## config.mk

```make
export PLATFORM = sky130hd
export DESIGN_NAME = clock_tap_controller
export DESIGN_NICKNAME = d
export VERILOG_FILES = /design/src/rtl/clock_tap_controller.sv
export SDC_FILE = /design/constraint.sdc
export NUM_CORES = 1
export LEC_CHECK = 0
export BUFFER_PORTS_ARGS = -buffer_cell sky130_fd_sc_hd__buf_2
export CORE_ASPECT_RATIO = 2
export CORE_MARGIN = 2
export CORE_UTILIZATION = 56
export CTS_BUF_LIST = sky130_fd_sc_hd__clkbuf_2 sky130_fd_sc_hd__clkbuf_4 sky130_fd_sc_hd__clkbuf_8
export CTS_CLUSTER_SIZE = 12
export DETAILED_ROUTE_END_ITERATION = 10
export GPL_ROUTABILITY_DRIVEN = 0
export HOLD_SLACK_MARGIN = 0.03
export PLACE_DENSITY_LB_ADDON = 0.05
export SLEW_MARGIN = 20
export SYNTH_ARGS = -nofsm -noshare
export SYNTH_HDL_FRONTEND = slang
export SYNTH_SLANG_ARGS = --single-unit
```

## constraint.sdc

```tcl
create_clock -name eclk -period 2.8 [get_ports eclk]
set_input_delay 0.14 -clock eclk [delete_from_list [all_inputs] [get_ports eclk]]
set_output_delay 0.14 -clock eclk [all_outputs]
set_load 0.05 [all_outputs]
```

## src/rtl/clock_tap_controller.sv

```systemverilog
// Closed-loop phi0 delay-line tap controller: measures the phi0->phi2 phase,
// averages the samples and steps the tap toward TARGET, with manual override.
module clock_tap_controller #(
  parameter int TAP_W      = 9,
  parameter int TAP_INIT   = 50,
  parameter int TAP_MIN    = 0,
  parameter int TAP_MAX    = 499,
  parameter int TARGET     = 0,
  parameter int DEADBAND   = 2,
  parameter int AVG_LOG2   = 3,
  parameter int SETTLE     = 2,
  parameter int LOCK_COUNT = 4,
  parameter int TIMEOUT    = 4095
) (
  input  logic               eclk,
  input  logic               ereset,
  input  logic               phi0,
  input  logic               phi2,
  input  logic               enable,
  input  logic               btn_inc,
  input  logic               btn_dec,
  output logic [TAP_W-1:0]   tap,
  output logic signed [15:0] diff,
  output logic               diff_valid,
  output logic signed [15:0] avg,
  output logic               locked,
  output logic               at_limit
);

  localparam int ACC_W = 16 + AVG_LOG2;
  localparam logic signed [16:0] DB_POS = 17'(DEADBAND);
  localparam logic signed [16:0] DB_NEG = -17'(DEADBAND);
  localparam logic signed [16:0] TGT    = 17'(TARGET);
  localparam logic [AVG_LOG2-1:0] LAST_SAMPLE = '1;

  typedef enum logic [1:0] {IDLE, WAIT2, WAIT0} state_t;

  state_t      state;
  logic [15:0] cnt;
  logic        meas_abort;

  logic phi0_d, phi2_d, inc_d, dec_d;
  logic phi0_rise, phi2_rise, inc_rise, dec_rise;

  logic signed [ACC_W-1:0] acc, acc_next, acc_shift;
  logic [AVG_LOG2-1:0]     sample_cnt;
  logic [7:0]              settle_cnt;
  logic [7:0]              lock_cnt;
  logic                    avg_valid;

  logic signed [16:0] err;
  logic out_band, auto_up, auto_dn, manual_act;
  logic step_up, step_dn, can_up, can_dn, step_ok, step_blk;

  // History regs come out of reset high so an input already high is not an edge.
  always_ff @(posedge eclk or posedge ereset) begin
    if (ereset) begin
      phi0_d    <= 1'b1;
      phi2_d    <= 1'b1;
      inc_d     <= 1'b1;
      dec_d     <= 1'b1;
      phi0_rise <= 1'b0;
      phi2_rise <= 1'b0;
      inc_rise  <= 1'b0;
      dec_rise  <= 1'b0;
    end else begin
      // NOTE: non-blocking assignments let every register sample the old value of its neighbours.
      phi0_d    <= phi0;
      phi2_d    <= phi2;
      inc_d     <= btn_inc;
      dec_d     <= btn_dec;
      phi0_rise <= phi0 & ~phi0_d;
      phi2_rise <= phi2 & ~phi2_d;
      inc_rise  <= btn_inc & ~inc_d;
      dec_rise  <= btn_dec & ~dec_d;
    end
  end

  // Phase measurement: ticks between the phi0 and phi2 edge pulses.
  always_ff @(posedge eclk or posedge ereset) begin
    if (ereset) begin
      state      <= IDLE;
      cnt        <= '0;
      diff       <= '0;
      diff_valid <= 1'b0;
      meas_abort <= 1'b0;
    end else begin
      diff_valid <= 1'b0;
      meas_abort <= 1'b0;
      unique case (state)
        IDLE: begin
          if (phi0_rise && phi2_rise) begin
            diff       <= '0;
            diff_valid <= 1'b1;
          end else if (phi0_rise) begin
            state <= WAIT2;
            cnt   <= 16'd1;
          end else if (phi2_rise) begin
            state <= WAIT0;
            cnt   <= 16'd1;
          end
        end
        WAIT2, WAIT0: begin
          logic closing, restart;
          closing = (state == WAIT2) ? phi2_rise : phi0_rise;
          restart = (state == WAIT2) ? phi0_rise : phi2_rise;
          if (closing) begin
            diff       <= (state == WAIT2) ? cnt : -cnt;
            diff_valid <= 1'b1;
            cnt        <= 16'd1;
            if (!restart) state <= IDLE;
          end else if (restart) begin
            cnt <= 16'd1;
          end else if (cnt >= 16'(TIMEOUT)) begin
            state      <= IDLE;
            meas_abort <= 1'b1;
          end else begin
            cnt <= cnt + 16'd1;
          end
        end
        default: state <= IDLE;
      endcase
    end
  end

  assign acc_next  = acc + $signed({{AVG_LOG2{diff[15]}}, diff});
  assign acc_shift = acc_next >>> AVG_LOG2;

  assign err      = $signed({avg[15], avg}) - TGT;
  assign out_band = (err > DB_POS) || (err < DB_NEG);
  assign auto_up  = avg_valid && enable && (err < DB_NEG);
  assign auto_dn  = avg_valid && enable && (err > DB_POS);

  // Any button edge overrides this cycle's automatic request; both buttons cancel.
  assign manual_act = inc_rise | dec_rise;
  assign step_up    = manual_act ? (inc_rise & ~dec_rise) : auto_up;
  assign step_dn    = manual_act ? (dec_rise & ~inc_rise) : auto_dn;
  assign can_up     = tap < TAP_W'(TAP_MAX);
  assign can_dn     = tap > TAP_W'(TAP_MIN);
  assign step_ok    = (step_up & can_up) | (step_dn & can_dn);
  assign step_blk   = (step_up & ~can_up) | (step_dn & ~can_dn);

  // Averaging, lock tracking and tap stepping share acc/lock state, so one block owns them.
  always_ff @(posedge eclk or posedge ereset) begin
    if (ereset) begin
      tap        <= TAP_W'(TAP_INIT);
      avg        <= '0;
      avg_valid  <= 1'b0;
      acc        <= '0;
      sample_cnt <= '0;
      settle_cnt <= 8'(SETTLE);
      lock_cnt   <= '0;
      locked     <= 1'b0;
      at_limit   <= 1'b0;
    end else begin
      avg_valid <= 1'b0;

      if (diff_valid) begin
        if (settle_cnt != 8'd0) begin
          settle_cnt <= settle_cnt - 8'd1;
        end else if (sample_cnt == LAST_SAMPLE) begin
          avg        <= acc_shift[15:0];
          avg_valid  <= 1'b1;
          acc        <= '0;
          sample_cnt <= '0;
        end else begin
          acc        <= acc_next;
          sample_cnt <= sample_cnt + 1'b1;
        end
      end

      if (meas_abort) begin
        acc        <= '0;
        sample_cnt <= '0;
      end

      if (avg_valid) begin
        if (out_band) begin
          lock_cnt <= '0;
          locked   <= 1'b0;
        end else begin
          if (lock_cnt != 8'(LOCK_COUNT)) lock_cnt <= lock_cnt + 8'd1;
          if (lock_cnt >= 8'(LOCK_COUNT - 1)) locked <= 1'b1;
        end
      end

      // A successful step restarts the measurement window and drops lock.
      if (step_ok) begin
        tap        <= step_up ? tap + 1'b1 : tap - 1'b1;
        at_limit   <= 1'b0;
        settle_cnt <= 8'(SETTLE);
        acc        <= '0;
        sample_cnt <= '0;
        lock_cnt   <= '0;
        locked     <= 1'b0;
      end else if (step_blk) begin
        at_limit <= 1'b1;
      end
    end
  end

endmodule

```

=== Word level (Yosys, flattened, before mapping) ===
Cells that the tools add are included.
Widths: inputs -> output; s select.

* Flip-flop bits (word level): 110
* Bits in latches: 0
* RAM bits: 0
* Memory bits (read-only): 0
* Input bits: 7
* Logic and storage cells: 151
* Memories kept: 0

* Add/subtract/negate cells: 8
* $mul: 0
* Divide/modulo/power cells: 0
* $lt $le $gt $ge: 6
* Eq/ne operators: 12
* Shift operators: 0
* Muxes and demuxes: 57
* Bitwise logic cells: 22
* Reductions and logical operators: 24

{| class="wikitable"
|+ Operators by type and width
! kind !! count
|-
| $mux 16 || 9
|-
| $mux 19 || 5
|-
| $pmux 16 s2 || 2
|-
| $mux 8 || 7
|-
| $add 19x16->19 || 1
|-
| $mux 1 || 19
|-
| $add 16x1->16 const B || 1
|-
| $ge 16x12->1 const B || 1
|-
| $gt 16x3->1 const B || 1
|-
| $lt 16x2->1 const B || 1
|-
| $neg 16->16 || 1
|-
| $mux 3 || 5
|-
| $mux 2 || 7
|-
| $and 1x1->1 || 10
|-
| $reduce_bool 2->1 || 5
|-
| $add 9x1->9 const B || 1
|-
| $gt 9x1->1 const B || 1
|-
| $lt 9x9->1 const B || 1
|-
| $mux 9 || 1
|-
| $ne 3x3->1 const B || 3
|-
| $not 1->1 || 9
|-
| $reduce_bool 3->1 || 3
|-
| $sub 9x1->9 const B || 1
|-
| $add 8x1->8 const B || 1
|-
| other kinds (20) || 33
|}

=== Logic depth before layout (Yosys ltp) ===
* Word-level depth: 7
* Mapped depth: 13
* Mapped depth without buffers: 13

=== Least setup slack after synthesis ===
No wires, ideal clock.

* Path type: flip-flop to flip-flop
* From: reg avg[15]
* To: reg tap[8]
* Data arrival time: 2.871 ns
* Data required time: 2.653 ns
* Slack: -0.218 ns
* Stages on the path, launching flop included: 12
* Path through: dfrtp_1 a31oi_1 a211oi_2 inv_1 fa_1 a21o_1 a21oi_1 nor2b_1 o21ai_0 a21oi_1 o311ai_0 o21ai_0

* Longest elaborated chain between the ends: 5

{| class="wikitable"
|+ Ends and longest elaborated chain
! element !! RTL line !! RTL
|-
| start, declared || 25 || <nowiki>output logic signed [15:0] avg,</nowiki>
|-
| start signal, assigned || 162 || <nowiki>avg <= acc_shift[15:0];</nowiki>
|-
| $lt 16x2->1 or $gt 16x3->1 (tied branches) || 131, 132 ||
|-
| $logic_and 1x1->1, on equally long branches || 131, 132 ||
|-
| $mux 1, on equally long branches || 136, 137 ||
|-
| $and 1x1->1 || 140 || <nowiki>assign step_ok = (step_up & can_up) | (step_dn & can_dn);</nowiki>
|-
| $or 1x1->1 || 140 ||
|-
| end signal, assigned || 146 || <nowiki>tap <= TAP_W'(TAP_INIT);</nowiki>
|-
| end signal, assigned || 189 || <nowiki>tap <= step_up ? tap + 1'b1 : tap - 1'b1;</nowiki>
|-
| end, declared || 22 || <nowiki>output logic [TAP_W-1:0] tap,</nowiki>
|}

Several ways; a longest one is shown, not always the timed one.
A chain may end at the register's enable or synchronous reset.

=== Worst setup path in the final report ===
* From: reg avg[11]
* To: reg tap[8]

Same word-level chain as after synthesis.

==> impl_metrics.tcl <==
set metrics [dict create \
    layout_common_cells "dfrtp_1, nand2_1, o21ai_0" \
    die_w_um 78.15 \
    ys_warn_count 0 \
    syn_to_final_growth_pct 13.63 \
    syn_avg_cell_area_um2 9.219 \
    p_leak_nw 3.205 \
    ys_seq_area_frac 0.4486 \
    netlist_area_um2 6158 \
    worstPathMaxFanout 5 \
    wire_per_inst_um 15.86 \
    cts_tree "yes" \
    worstSetupPathType "reg -> reg" \
    timing.critical_path.arrival_ns 2.86 \
    crit_family "compound AO/OA/AOI/OAI gates" \
    ant_nets 0 \
    p_per_area_nw_per_um2 887.3 \
    sw_frac_of_total 0.4446 \
    rsz0062_at_grt "no" \
    crit_path_end_kind "flip-flop" \
    drive_above_1_share 0.2024 \
    finalNonFillerCells 876 \
    place_worst_setup_slack_ns 0.06748 \
    final.min_clock_period_ns 2.625 \
    grt_start_max_net_pins 59 \
    placed_cells 854 \
    cts-root-buf "clkbuf_8" \
    post_dp_cell_area_um2 6666 \
    die_y_um 152.3 \
    r2r_setup_slack_ns 0.17 \
    io_buffers 50 \
    worstSetupStartpointType "flip-flop" \
    p_clk_frac 0.170 \
    firstDrtPassIters 4 \
    fmax_mhz 380.9 \
    path_cells "nand4_1, nor3_2, a211oi_2, inv_2, fa_2, a21o_1, a21oi_2, nor2b_1, o21ai_1, a21oi_1, o311ai_0, o21ai_0" \
    synth_nets 712 \
    cts_buffers 9 \
    dieArea_um2 11900 \
    routed_wl_um 13890 \
    tns_ns 0 \
    gr-usage-all-layers 0.2526 \
    synth_top_flop_cell "dfrtp_1" \
    synth_area_leaders "dfrtp_1, ha_1, o21ai_0" \
    async_flop_share 1.000 \
    synth_top_area_share 0.4145 \
    finClkSkew_ns 0.01283 \
    fin_area_um2 6998 \
    seq_power_share 0.356 \
    ys_ff_latch 110 \
    mostFrequentLayoutCell "dfrtp_1" \
    hold_violations 0 \
    cap_violations 0 \
    internal-power_mw 3.449 \
    grt_pass1_vias 5267 \
    r2r-start "avg[11]$_DFFE_PP0P_" \
    fin_ws_ns 0.1746 \
    core_area_um2 10810 \
    grt_antenna_before_repair 0 \
    route.detailed.drc 0 \
    diodes 0 \
    cts.clk_slew.worst_paths_ns 0.10 \
    cts.htree.levels 3 \
    r2r-end "tap[8]$_DFFE_PP0P_" \
    cts_max_path_buffers 2 \
    max_slew_margin 0.6126 \
    tightest_slew_ns 0.5799 \
    place_hpwl_um 10760 \
    row_count 54 \
    yosys.area.top_type "dfrtp_1" \
    clkSinkCount 110 \
    fin_hold_ws_ns 0.3654 \
    period_share 0.9376 \
    drt_iter0_drc 278 \
    synth.distinct_cells 60 \
    drv_slew 0 \
    hp-class "in -> async" \
    clkLatencyLatePin_ns 0.37 \
    grt_pass1_wl_um 24130 \
    irDropWorstVdd_uv 496.7 \
    nets 775 \
    max_stage_delay_ns 0.44 \
    setup_viol 0 \
    syn_inst 668 \
    slowest_stage "dfrtp_2" \
    synth_edf_count 0 \
    power_frac_comb 0.474 \
    critPathBufInv 1 \
    status "completed" \
    start_util 0.5697 \
    p_switching_mw 2.761 \
    ioPinCount 51 \
    reg2regPathDepth 12 \
    vias 4949 \
    worstPathRequired_ns 3.04 \
    vias_per_cell 5.650 \
    overflow 0 \
]
==> state kept, by name, indices dropped and copies added, names as in the netlist, 2 cells and up <==
signal      cells
avg            16
acc            19
state           2
cnt            16
diff           16
lock_cnt        8
tap             9
sample_cnt      3
settle_cnt      8
==> stage by stage <==
step	total power, mW	utilization
detailed placement	5.128	0.6167
finish	6.209	0.6473
floorplan	4.364	-
global route	6.644	0.6473
global placement	5.051	0.6167
CTS	6.206	0.6421
==> power by group through the flow <==
stage	logic [mW]	clock network (mW)	registers [mW]
5_1_grt	3.23	1.16	2.25
3_3_place_gp	2.82	0	2.23
6_report	2.94	1.06	2.21
3_5_place_dp	2.89	0	2.24
4_1_cts	2.90	1.09	2.21
2_1_floorplan	1.59	0	2.78
==> logic make-up after synthesis <==
logic type                 Yosys count  share of synthesized area
AOI/OAI and AO/OA                  178                     0.1731
xor gates and xnor gates            50                    0.07111
adders and majority gates           37                    0.07761
buffers and inverters               50                    0.03373
DFF                                110                     0.4486
muxes                                7                    0.01178
and+or+nand+nor                    236                     0.1841
==> cell usage after synthesis (5+ instances only) <==
master	n
mux2i_1	5
clkbuf_1	13
nand4_1	13
nor2b_1	11
a21oi_1	49
o21a_1	5
xnor2_1	30
a31oi_1	7
or4_1	5
nand2_1	85
nor2_1	58
dfrtp_1	102
o21ai_0	69
and3_1	6
o21ai_2	10
or3_1	6
nand3_1	8
a21o_1	9
ha_1	35
nor3_1	16
dfstp_2	8
xor2_1	20
inv_1	29
nor4_1	5
nand2b_1	9
==> routing by layer <==
metal | vias to the layer above | GRT usage | part of all wire
met3 | 32 | 0.03436 | 0.025
met4 | 0 | 0.09942 | 0.031
met1 | 2384 | 0.2633 | 0.37
met2 | 78 | 0.4918 | 0.58
li1 | 2455 | - | -
met5 | - | 0 | 0
==> how the worst max path moves through the flow <==
stage | start | to | slack, ns | cells after the start
finish | avg[11]$_DFFE_PP0P_ | tap[8]$_DFFE_PP0P_ | 0.17 | 12
global placement | diff[0]$_DFFE_PP0P_ | acc[18]$_DFFE_PP0P_ | 0.22 | 11
floorplan | avg[6]$_DFFE_PP0P_ | tap[8]$_DFFE_PP0P_ | 0.04 | 12
global route | avg[11]$_DFFE_PP0P_ | tap[8]$_DFFE_PP0P_ | 0.0008 | 12
detailed placement | diff[0]$_DFFE_PP0P_ | acc[18]$_DFFE_PP0P_ | 0.07 | 11
CTS | diff[0]$_DFFE_PP0P_ | acc[18]$_DFFE_PP0P_ | 0.04 | 11
==> cell type report <==
type                            count  area, um2
Fill cell                         930       3812
Inverter                           29      112.6
Clock buffer                       12      152.6
Tap cell                          140      175.2
Multi-Input combinational cell    508       3242
Sequential cell                   110       2783
Timing Repair Buffer               73      460.4
Clock inverter                      4      72.57
==> worst register-to-register path: cells and delay by family, from the launching register on <==
kind	cells	cell delay (ns)
AO/OA/AOI/OAI	7	1.29
flip-flops	1	0.44
adder cells (fa/ha/maj)	1	0.37
AND/OR/NAND/NOR	3	0.28
buffers and inverters	1	0.11
==> timing repair <==
item,in CTS,in global routing
buffers inserted,0,1
hold buffers,5,0
endpoints found under the hold margin,30,0
resized for setup,0,12
setup endpoints to repair,0,6
Note: power is estimated with default switching activity, not from simulation.
